==> src/rtl/alu_pkg.sv <==
// alu_pkg: shared ALU operand/opcode types, arbiter state encoding and latency limits
package alu_pkg;

    typedef logic [7:0] data_t;

    typedef enum logic [1:0] {
        OP1 = 2'd0,
        OP2 = 2'd1,
        OP3 = 2'd2,
        OP4 = 2'd3
    } opcode_t;

    typedef enum logic [2:0] {
        IDLE,
        ISSUE,
        WAIT,
        CAPTURE,
        CLEAR
    } arb_state_t;

    localparam int ALU_LAT_MAX = 15;
    localparam int CNT_W       = $clog2(ALU_LAT_MAX + 1);

endpackage

==> src/rtl/alu_port_arbiter_rr_arb2.sv <==
// rr_arb2: two-requester round-robin grant; the last-grant pointer moves only on accept
module rr_arb2 (
    input  logic clk,
    input  logic rst_n,
    input  logic req_a,
    input  logic req_b,
    input  logic accept,
    output logic gnt_a,
    output logic gnt_b
);

    logic last_b_q;
    logic last_b_d;

    // A lone requester always wins; on a tie the one not granted last wins
    always_comb begin
        gnt_a    = req_a && (!req_b || last_b_q);
        gnt_b    = req_b && (!req_a || !last_b_q);
        last_b_d = accept ? gnt_b : last_b_q;
    end

    // Pointer starts at B so that A wins the first tie
    always_ff @(posedge clk or negedge rst_n) begin
        if (!rst_n) last_b_q <= 1'b1;
        else        last_b_q <= last_b_d;
    end

endmodule

==> src/rtl/alu_port_arbiter.sv <==
// alu_port_arbiter: round-robin sequencer sharing the ALU between requesters A and B (option: ALU_ARB_IRQ_AUTOCLR_EN)
module alu_port_arbiter
    import alu_pkg::*;
#(
    parameter int ALU_LAT = 1
) (
    input  logic       clk,
    input  logic       alu_rst,
    input  logic       a_req_valid,
    output logic       a_req_ready,
    input  data_t      a_req_x,
    input  data_t      a_req_y,
    input  opcode_t    a_req_op,
    output logic       a_rsp_valid,
    output logic [7:0] a_rsp_data,
    output logic       a_rsp_irq,
    input  logic       b_req_valid,
    output logic       b_req_ready,
    input  data_t      b_req_x,
    input  data_t      b_req_y,
    input  opcode_t    b_req_op,
    output logic       b_rsp_valid,
    output logic [7:0] b_rsp_data,
    output logic       b_rsp_irq,
    output data_t      alu_in_a,
    output data_t      alu_in_b,
    output opcode_t    alu_op_a,
    output opcode_t    alu_op_b,
    output logic       alu_enable,
    output logic       alu_enable_a,
    output logic       alu_enable_b,
    output logic       alu_irq_clr,
    input  logic [7:0] alu_out,
    input  logic       alu_irq,
    output logic       busy
);

`ifdef ALU_ARB_IRQ_AUTOCLR_EN
    localparam bit AUTOCLR = 1'b1;
`else
    localparam bit AUTOCLR = 1'b0;
`endif

    arb_state_t       state_q, state_d;
    logic [CNT_W-1:0] cnt_q, cnt_d;
    logic             gnt_b_q, gnt_b_d;
    data_t            in_a_q, in_a_d, in_b_q, in_b_d;
    opcode_t          op_a_q, op_a_d, op_b_q, op_b_d;
    logic             en_q, en_d, en_a_q, en_a_d, en_b_q, en_b_d, clr_q, clr_d;
    logic             a_vld_q, a_vld_d, b_vld_q, b_vld_d;
    logic [7:0]       a_dat_q, a_dat_d, b_dat_q, b_dat_d;
    logic             a_irq_q, a_irq_d, b_irq_q, b_irq_d;
    logic             gnt_a, gnt_b, acc_a, acc_b, cap, go_clr;

    rr_arb2 u_rr (
        .clk    (clk),
        .rst_n  (alu_rst),
        .req_a  (a_req_valid),
        .req_b  (b_req_valid),
        .accept (acc_a || acc_b),
        .gnt_a  (gnt_a),
        .gnt_b  (gnt_b)
    );

    assign acc_a        = (state_q == IDLE) && gnt_a;
    assign acc_b        = (state_q == IDLE) && gnt_b;
    assign a_req_ready  = acc_a;
    assign b_req_ready  = acc_b;
    assign busy         = state_q != IDLE;
    assign alu_in_a     = in_a_q;
    assign alu_in_b     = in_b_q;
    assign alu_op_a     = op_a_q;
    assign alu_op_b     = op_b_q;
    assign alu_enable   = en_q;
    assign alu_enable_a = en_a_q;
    assign alu_enable_b = en_b_q;
    assign alu_irq_clr  = clr_q;
    assign a_rsp_valid  = a_vld_q;
    assign a_rsp_data   = a_dat_q;
    assign a_rsp_irq    = a_irq_q;
    assign b_rsp_valid  = b_vld_q;
    assign b_rsp_data   = b_dat_q;
    assign b_rsp_irq    = b_irq_q;

    // Next-state, operand latch on accept, enable pulse and response capture
    always_comb begin
        cap     = state_q == CAPTURE;
        go_clr  = AUTOCLR && cap && alu_irq;
        state_d = state_q;
        cnt_d   = cnt_q;
        case (state_q)
            IDLE:    state_d = (acc_a || acc_b) ? ISSUE : IDLE;
            ISSUE: begin
                state_d = (ALU_LAT > 1) ? WAIT : CAPTURE;
                cnt_d   = CNT_W'(ALU_LAT - 1);
            end
            WAIT: begin
                state_d = (cnt_q == CNT_W'(1)) ? CAPTURE : WAIT;
                cnt_d   = cnt_q - 1'b1;
            end
            CAPTURE: state_d = go_clr ? CLEAR : IDLE;
            default: state_d = IDLE;
        endcase
        gnt_b_d = (acc_a || acc_b) ? acc_b : gnt_b_q;
        in_a_d  = acc_a ? a_req_x : acc_b ? b_req_x : in_a_q;
        in_b_d  = acc_a ? a_req_y : acc_b ? b_req_y : in_b_q;
        op_a_d  = acc_a ? a_req_op : op_a_q;
        op_b_d  = acc_b ? b_req_op : op_b_q;
        en_d    = acc_a || acc_b;
        en_a_d  = acc_a;
        en_b_d  = acc_b;
        clr_d   = go_clr;
        a_vld_d = cap && !gnt_b_q;
        b_vld_d = cap && gnt_b_q;
        a_dat_d = a_vld_d ? alu_out : a_dat_q;
        b_dat_d = b_vld_d ? alu_out : b_dat_q;
        a_irq_d = a_vld_d ? alu_irq : a_irq_q;
        b_irq_d = b_vld_d ? alu_irq : b_irq_q;
    end

    // All state and outputs registered; reset drops any transaction in flight
    always_ff @(posedge clk or negedge alu_rst) begin
        if (!alu_rst) begin
            state_q <= IDLE;
            cnt_q   <= '0;
            gnt_b_q <= 1'b0;
            in_a_q  <= '0;
            in_b_q  <= '0;
            op_a_q  <= OP1;
            op_b_q  <= OP1;
            en_q    <= 1'b0;
            en_a_q  <= 1'b0;
            en_b_q  <= 1'b0;
            clr_q   <= 1'b0;
            a_vld_q <= 1'b0;
            b_vld_q <= 1'b0;
            a_dat_q <= '0;
            b_dat_q <= '0;
            a_irq_q <= 1'b0;
            b_irq_q <= 1'b0;
        end else begin
            state_q <= state_d;
            cnt_q   <= cnt_d;
            gnt_b_q <= gnt_b_d;
            in_a_q  <= in_a_d;
            in_b_q  <= in_b_d;
            op_a_q  <= op_a_d;
            op_b_q  <= op_b_d;
            en_q    <= en_d;
            en_a_q  <= en_a_d;
            en_b_q  <= en_b_d;
            clr_q   <= clr_d;
            a_vld_q <= a_vld_d;
            b_vld_q <= b_vld_d;
            a_dat_q <= a_dat_d;
            b_dat_q <= b_dat_d;
            a_irq_q <= a_irq_d;
            b_irq_q <= b_irq_d;
        end
    end

endmodule

==> config.mk <==
export PLATFORM = sky130hd
export DESIGN_NAME = alu_port_arbiter
export DESIGN_NICKNAME = d
export VERILOG_FILES = /design/src/rtl/alu_pkg.sv /design/src/rtl/alu_port_arbiter_rr_arb2.sv /design/src/rtl/alu_port_arbiter.sv
export SDC_FILE = /design/constraint.sdc
export NUM_CORES = 1
export LEC_CHECK = 0
export CORE_MARGIN = 10
export CORE_UTILIZATION = 45
export DETAILED_ROUTE_END_ITERATION = 10
export GPL_TIMING_DRIVEN = 0
export HOLD_SLACK_MARGIN = 0.15
export PLACE_DENSITY = 0.87
export SKIP_CTS_REPAIR_TIMING = 1
export SLEW_MARGIN = 20
export SYNTH_ARGS = -nofsm -noshare
export SYNTH_HDL_FRONTEND = slang
export SYNTH_SLANG_ARGS = --single-unit
==> constraint.sdc <==
create_clock -name clk -period 3 [get_ports clk]
set_input_delay 0.75 -clock clk [delete_from_list [all_inputs] [get_ports clk]]
set_output_delay 0.75 -clock clk [all_outputs]
set_load 0.02 [all_outputs]
==> summary.md <==
| Metric | Value |
|---|---|
| Average instance area after synthesis | `11.57 µm²` |
| Proportion of layout cells with a drive suffix above 1 | `0.1604` |
| Achievable clock frequency | `363.2 MHz` |
| Total Wirelength | `6068 µm` |
| Pre-CTS setup slack | `-0.1494 ns` |
| Worst endpoint data arrival time | `2.00 ns` |
| Worst-path fanout max | `8` |
| Total via count in the routed design | `1825` |
| Number of warnings printed during yosys synthesis | `0` |
| Insertion delay of the later-clocked pin in the worst-skew pair | `0.30 ns` |
| Fraction of synthesized cell area taken by the top area cell type | `0.5663` |
| Post-route worst setup slack | `0.2465 ns` |
| # IOs | `96` |
| Layout Skew | `0.005036 ns` |
| Fin. max-slew vios | `0` |
| Final period utilization | `0.9178` |
| Maximum buffer depth of the clock tree | `2` |
| Area of the die | `8114 µm²` |
| Tightest Hold Check Type | `input port to async pin` |
| ANT nets after route | `0` |
| Routed length per instance | `16.86 µm` |
| Number of storage elements in the synthesis netlist | `51` |
| Relative slew slack | `0.5798` |
| Post-Route Setup TNS | `0 ns` |
| Leakage dissipation | `1.452 nW` |
| Post-DP HPWL | `4767 µm` |
| Transition time of the tightest slew-check pin | `0.6302 ns` |
| Sequential share of the synthesized area | `0.5781` |
| Number of enable-type register cells in the synthesized netlist | `0` |
| Layout overhead on the synthesized area | `51.59%` |
| Core box area | `4755 µm²` |
| GRT Residual Overflow | `0` |
| Clock tree from TritonCTS | `yes` |
| Unrepaired setup endpoints after global routing | `no` |
| Pin count of the biggest net entering global routing | `52` |
| Final worst path period need | `2.754 ns` |
| Total clock buffers created by CTS | `5` |
| Worst endpoint required time | `2.25 ns` |
| Peak supply drop | `685.4 µV` |
| Area contributors post-synth | `dfrtp_1, mux2_2, a31oi_1` |
| Result of the run | `finished clean` |
| Antenna violations before repair | `0` |
| Critical Path Start Type | `input port` |
| Power Density | `1072 nW/µm²` |
| Clock slew at the register clock pins of the worst setup and hold paths | `0.09 ns` |
| Path depth of the worst reg2reg path | `6` |
| Die outline height | `90.08 µm` |
| Drt via density | `5.069` |
| Max-cap violation count | `0` |
| Global-route wire length before repair | `9742 µm` |
| Number of standard-cell rows in the floorplan | `25` |
| Placed instance area | `3232 µm²` |
| Aggregate global-route resource usage | `0.1461` |
| Antenna diode count | `0` |
| Finished layout cell area | `3349 µm²` |
| Fraction of synthesis flops using an asynchronous set or reset pin | `1.000` |
| Detailed Route Iter0 Violations | `111` |
| Gate Count Post-Synth | `191` |
| Type of the setup path with the least slack | `input port to primary output` |
| Minimum setup slack among reg-to-reg paths | `1.37 ns` |
| Number of unique standard cell types used by synthesis | `30` |
| Element type at the critical path end | `primary output` |
| Top_reg_cell synth | `dfrtp_1` |
| Number of optimization iterations in the first detailed-route pass | `4` |
| Final setup violating endpoints | `0` |
| Residual DRC count | `0` |
| Netlist Area Pre-Place | `2210 µm²` |
| Worst reg2reg path startpoint | `state_q[0]` |
| Global placer's final weighted congestion | `0.8478` |
| Final count of hold timing violations | `0` |
| End of the worst register-to-register path | `alu_in_a[4]` |
| Post-Route Hold Slack | `0.4639 ns` |
| Starting density of the core | `0.4647` |
| CTS root buf | `clkbuf_8` |
| Number of nets in the layout | `347` |
| Post-synth top area cell | `dfrtp_1` |
| Vias in the first global route | `1919` |
| Count of buffers from port buffering | `94` |
| Deepest level of the CTS H-tree | `2` |
| Post-Synthesis Net Count | `246` |
| Width of the chip | `90.08 µm` |
| Clock Sinks | `51` |
[cell usage in the layout, fill, tap and decap left out, types with 2 or more instances in the layout]
cell	n
nor2_1	18
ha_1	6
inv_1	8
dlymetal6s2s_1	2
buf_4	5
dfrtp_1	50
nand2_1	5
nand3_1	16
mux2_2	20
clkbuf_8	5
buf_6	2
a31oi_1	16
nor3_1	2
clkdlybuf4s50_1	91
nand2b_1	2
mux2_4	2
o21ai_0	20
buf_2	5
[layout make-up]
cell class	count	area, µm²
clock buffer	5	68.82
sequential	51	1277
tap	67	83.83
clock inverter	3	43.79
timing repair buffer	94	943.4
fill	364	1405
buffer	12	82.58
inverter	8	30.03
multi-input combinational	120	819.5
[stage by stage]
step,util,std cells,power (mW)
global route,0.7045,360,3.837
finish,0.7045,360,3.591
global placement,0.6803,352,3.100
detailed placement,0.6797,352,3.166
floorplan,-,191,2.268
CTS,0.7034,360,3.641
[cell families after synthesis]
group | after synthesis | share of synthesized area
other | 1 | 0.001697
buffers and inverters | 20 | 0.05096
AND/OR/NAND/NOR | 49 | 0.1059
multiplexers | 23 | 0.1200
flip-flops | 51 | 0.5781
adder cells (fa/ha/maj) | 6 | 0.03397
AO/OA/AOI/OAI | 41 | 0.1093
[state kept, by name, indices dropped and copies added, names as in the netlist]
register and cells:
a_rsp_data 8, alu_in_a 8, alu_in_b 8, b_rsp_data 8, cnt_q 4, alu_op_a 2, alu_op_b 2, state_q 2
a_rsp_irq 1, a_rsp_valid 1, alu_enable 1, alu_enable_a 1, alu_enable_b 1, b_rsp_irq 1, b_rsp_valid 1, gnt_b_q 1
u_rr.last_b_q 1
[where the power goes]
part | internal (mW) | switching [mW]
clock network | 0.248 | 0.222
registers | 1.02 | 0.171
logic | 0.950 | 0.976
[synthesized netlist by cell type, types with 2 or more instances]
cell type	count
nor2_1	18
buf_6	2
buf_2	5
buf_4	4
a31oi_1	16
mux2_2	20
inv_1	8
ha_1	6
mux2_4	2
nand3_1	16
dfrtp_1	50
nand2_1	5
nor3_1	2
nand2b_1	2
o21ai_0	20
[worst max-delay path, cell delays in order]
cell and delay, ns:
clkdlybuf4s50_1 0.52, and2_1 0.14, buf_4 0.16, nand2_2 0.11, inv_1 0.09, dlymetal6s2s_1 0.23
[metal layers]
metal  share of wire  track usage  wire (µm)
met1            0.39       0.1657       2388
met2            0.52       0.2470       3126
met3           0.057      0.04073        346
met4           0.034      0.07162        206
met5               0            0          0
[worst max path at each step]
stage	start	end	slack, ns	depth (start not counted)
CTS	a_req_valid	a_req_ready	-0.15	6
floorplan	a_req_valid	a_req_ready	1.02	4
finish	a_req_valid	a_req_ready	0.25	6
detailed placement	a_req_valid	a_req_ready	-0.15	6
global route	a_req_valid	a_req_ready	0.15	6
global placement	alu_rst	b_rsp_valid	-0.29	1
Power figures use the tool's default switching activity.
==> variant (config.mk and constraints unchanged) <==
Put one more register stage on the output `alu_irq_clr`, with the module's reset. The value now appears one clock later. The other outputs are not delayed to match.
--- a/src/rtl/alu_port_arbiter.sv
+++ b/src/rtl/alu_port_arbiter.sv
@@ -75,5 +75,11 @@
     assign alu_enable_a = en_a_q;
     assign alu_enable_b = en_b_q;
-    assign alu_irq_clr  = clr_q;
+    always_ff @(posedge clk or negedge alu_rst) begin
+        if (!alu_rst) begin
+            alu_irq_clr <= '0;
+        end else begin
+            alu_irq_clr <= clr_q;
+        end
+    end
     assign a_rsp_valid  = a_vld_q;
     assign a_rsp_data   = a_dat_q;
Check against the original RTL: equivalent (Yosys induction, for registers that start in step).
==> variant against the unedited design <==
  * Die area barely moved
  * Cell area barely moved
  * Power rose by 0.87%
  * Worst hold slack got worse by 7.9 ps
  * Area after synthesis barely moved
  * Worst setup slack got worse by 46 ps
  * Sequential cell count did not move
  * Routed wire length rose by 6.5%
  * Fmax fell by 1.6%
==> variant: results (changes against the unedited design) <==
RUN STATUS
------------------------------------------------------------------------------
Run status ...................................................... finished, final reports clean

SYNTH
------------------------------------------------------------------------------
Unique cell type count in the Yosys netlist .....................           30   unchanged
Adder-cell share of the synthesized area ........................        3.40%   about the same
Biggest area contributors in the synthesized netlist ............ dfrtp_1, mux2_2, a31oi_1
Synthesized-area fraction occupied by ao, oa, aoi and oai cells .        11.3%   +0.39 points
Count of warnings emitted by yosys ..............................            0   unchanged
Share of synthesized registers carrying an async set or reset ...         100%   unchanged
Sequential fraction of the synthesis area .......................        57.8%   about the same
Total nets after synthesis ......................................          246   unchanged
Commonest cells post-synth ...................................... dfrtp_1, mux2_2, nor2_1, a31oi_1, nand3_1
Multiplexer share of the synthesized area .......................        12.0%   about the same
Area share of xor/xnor cells in the synthesized design ..........           0%   unchanged

GLOBAL ROUTING
------------------------------------------------------------------------------
Global-route wire length before repair .......................... 10300 microns   +5.7%
Maximum number of pins on one net before global-route repair ....           52   unchanged
Antenna violations before repair ................................            0   unchanged
Overall Global Routing Usage ....................................        15.6%   +1.0 points
Via count of the first global-routing pass ......................         1944   +1.3%

LAYOUT
------------------------------------------------------------------------------
Antenna diodes ..................................................            0   unchanged
Fraction of layout instances using a drive strength above 1 .....        16.0%   unchanged
Count of filler cells inserted in the layout ....................          372   +2.2%
Final Net Count .................................................          347   unchanged

WORST SETUP PATH
------------------------------------------------------------------------------
Worst Path Arrival ..............................................      2050 ps   +50 ps
Critical path fanouts, max ......................................            8   unchanged
Delay contributed by the slowest stage of the critical path .....       540 ps   +20 ps
Critical path's top delay family ................................ buffers and inverters

DRT
------------------------------------------------------------------------------
Final Routed Wirelength ......................................... 6460 microns   +6.5%
Via density .....................................................         5.21   +2.8%
1st-pass router iterations ......................................            5   +1
Violation count after the first detailed-route iteration ........           93   -16%

CLOCKING
------------------------------------------------------------------------------
Cell at the root of the clock tree ..............................     clkbuf_8
Number of buffers added by the clock tree synthesis step ........            5   unchanged
Clk slew on worst S/H paths .....................................        90 ps   about the same

STA
------------------------------------------------------------------------------
Relative slew slack .............................................        57.5%   -0.51 points
Clock skew after layout .........................................      4.08 ps   -0.961 ps
Max-slew violation count ........................................            0   unchanged

POWER AND IR DROP
------------------------------------------------------------------------------
Peak VDD IR .....................................................   0.000593 V   -14%
Static Leakage ..................................................      1.45 nW   about the same

PLACE
------------------------------------------------------------------------------
Area of placed instances ........................................ 0.00323 sq mm   about the same
Hpwl dp ......................................................... 5010 microns   +5.1%
Placer's final routability congestion estimate ..................        0.821   -3.1%
Setup WS pre-CTS ................................................      -192 ps   -42.9 ps

MIN PATH
------------------------------------------------------------------------------
Hold/Removal Path Class .........................................  in -> async

## variant: final timing paths
kind                               startpoint             to  slack (ps)  depth (start not counted)
min in group clk                u_rr.last_b_q  u_rr.last_b_q         510                          2
worst min-delay path                  alu_rst    alu_in_a[3]         460                          1
worst max-delay path              a_req_valid    a_req_ready         200                          6
worst min register to register  u_rr.last_b_q  u_rr.last_b_q         510                          2
worst max register to register     state_q[0]    alu_in_a[3]        1380                          6
max in group asynchronous             alu_rst    alu_in_a[5]        2110                          1
## variant: worst reg2reg max path, cell delays in order (launching register included)
cell and delay, ps:
dfrtp_1 410, inv_1 90, ha_1 230, nand2_1 190, buf_2 250, o21ai_0 220
a31oi_1 110
## variant: power by group
part           total, mW  switching, mW  internal (mW)
sequential          1.20          0.174           1.02
combinational       1.95          0.995          0.955
clock              0.475          0.227          0.248
total               3.62           1.40           2.23
## variant: routing by layer
layer / global-route usage (%) / part of all wire, %
met4: 7.16 / 3.0
met2: 27.6 / 52
met5: 0 / 0
met1: 17.4 / 40
met3: 3.57 / 5.4
## variant: cell type report
cell class	count	share of cell area, %
clock buffers	5	2.05
inverters	8	0.896
flip-flops and latches	51	38.1
multi-input cells	120	24.4
well taps	67	2.50
repair buffers	94	28.2
plain buffers	12	2.54
clock inverters	3	1.31
## variant: per-stage QoR
| stage | utilization [%] | std cells |
|---|---|---|
| 6_report | 70.5 | 360 |
| 2_1_floorplan | - | 191 |
| 4_1_cts | 70.4 | 360 |
| 5_1_grt | 70.5 | 360 |
| 3_3_place_gp | 68.1 | 352 |
| 3_5_place_dp | 68.0 | 352 |
## variant: cell families after synthesis
logic type	count (synthesis)
AOI/OAI and AO/OA	42
muxes	23
DFF	51
other	1
buffers and inverters	20
and+or+nand+nor	48
adders and majority gates	6
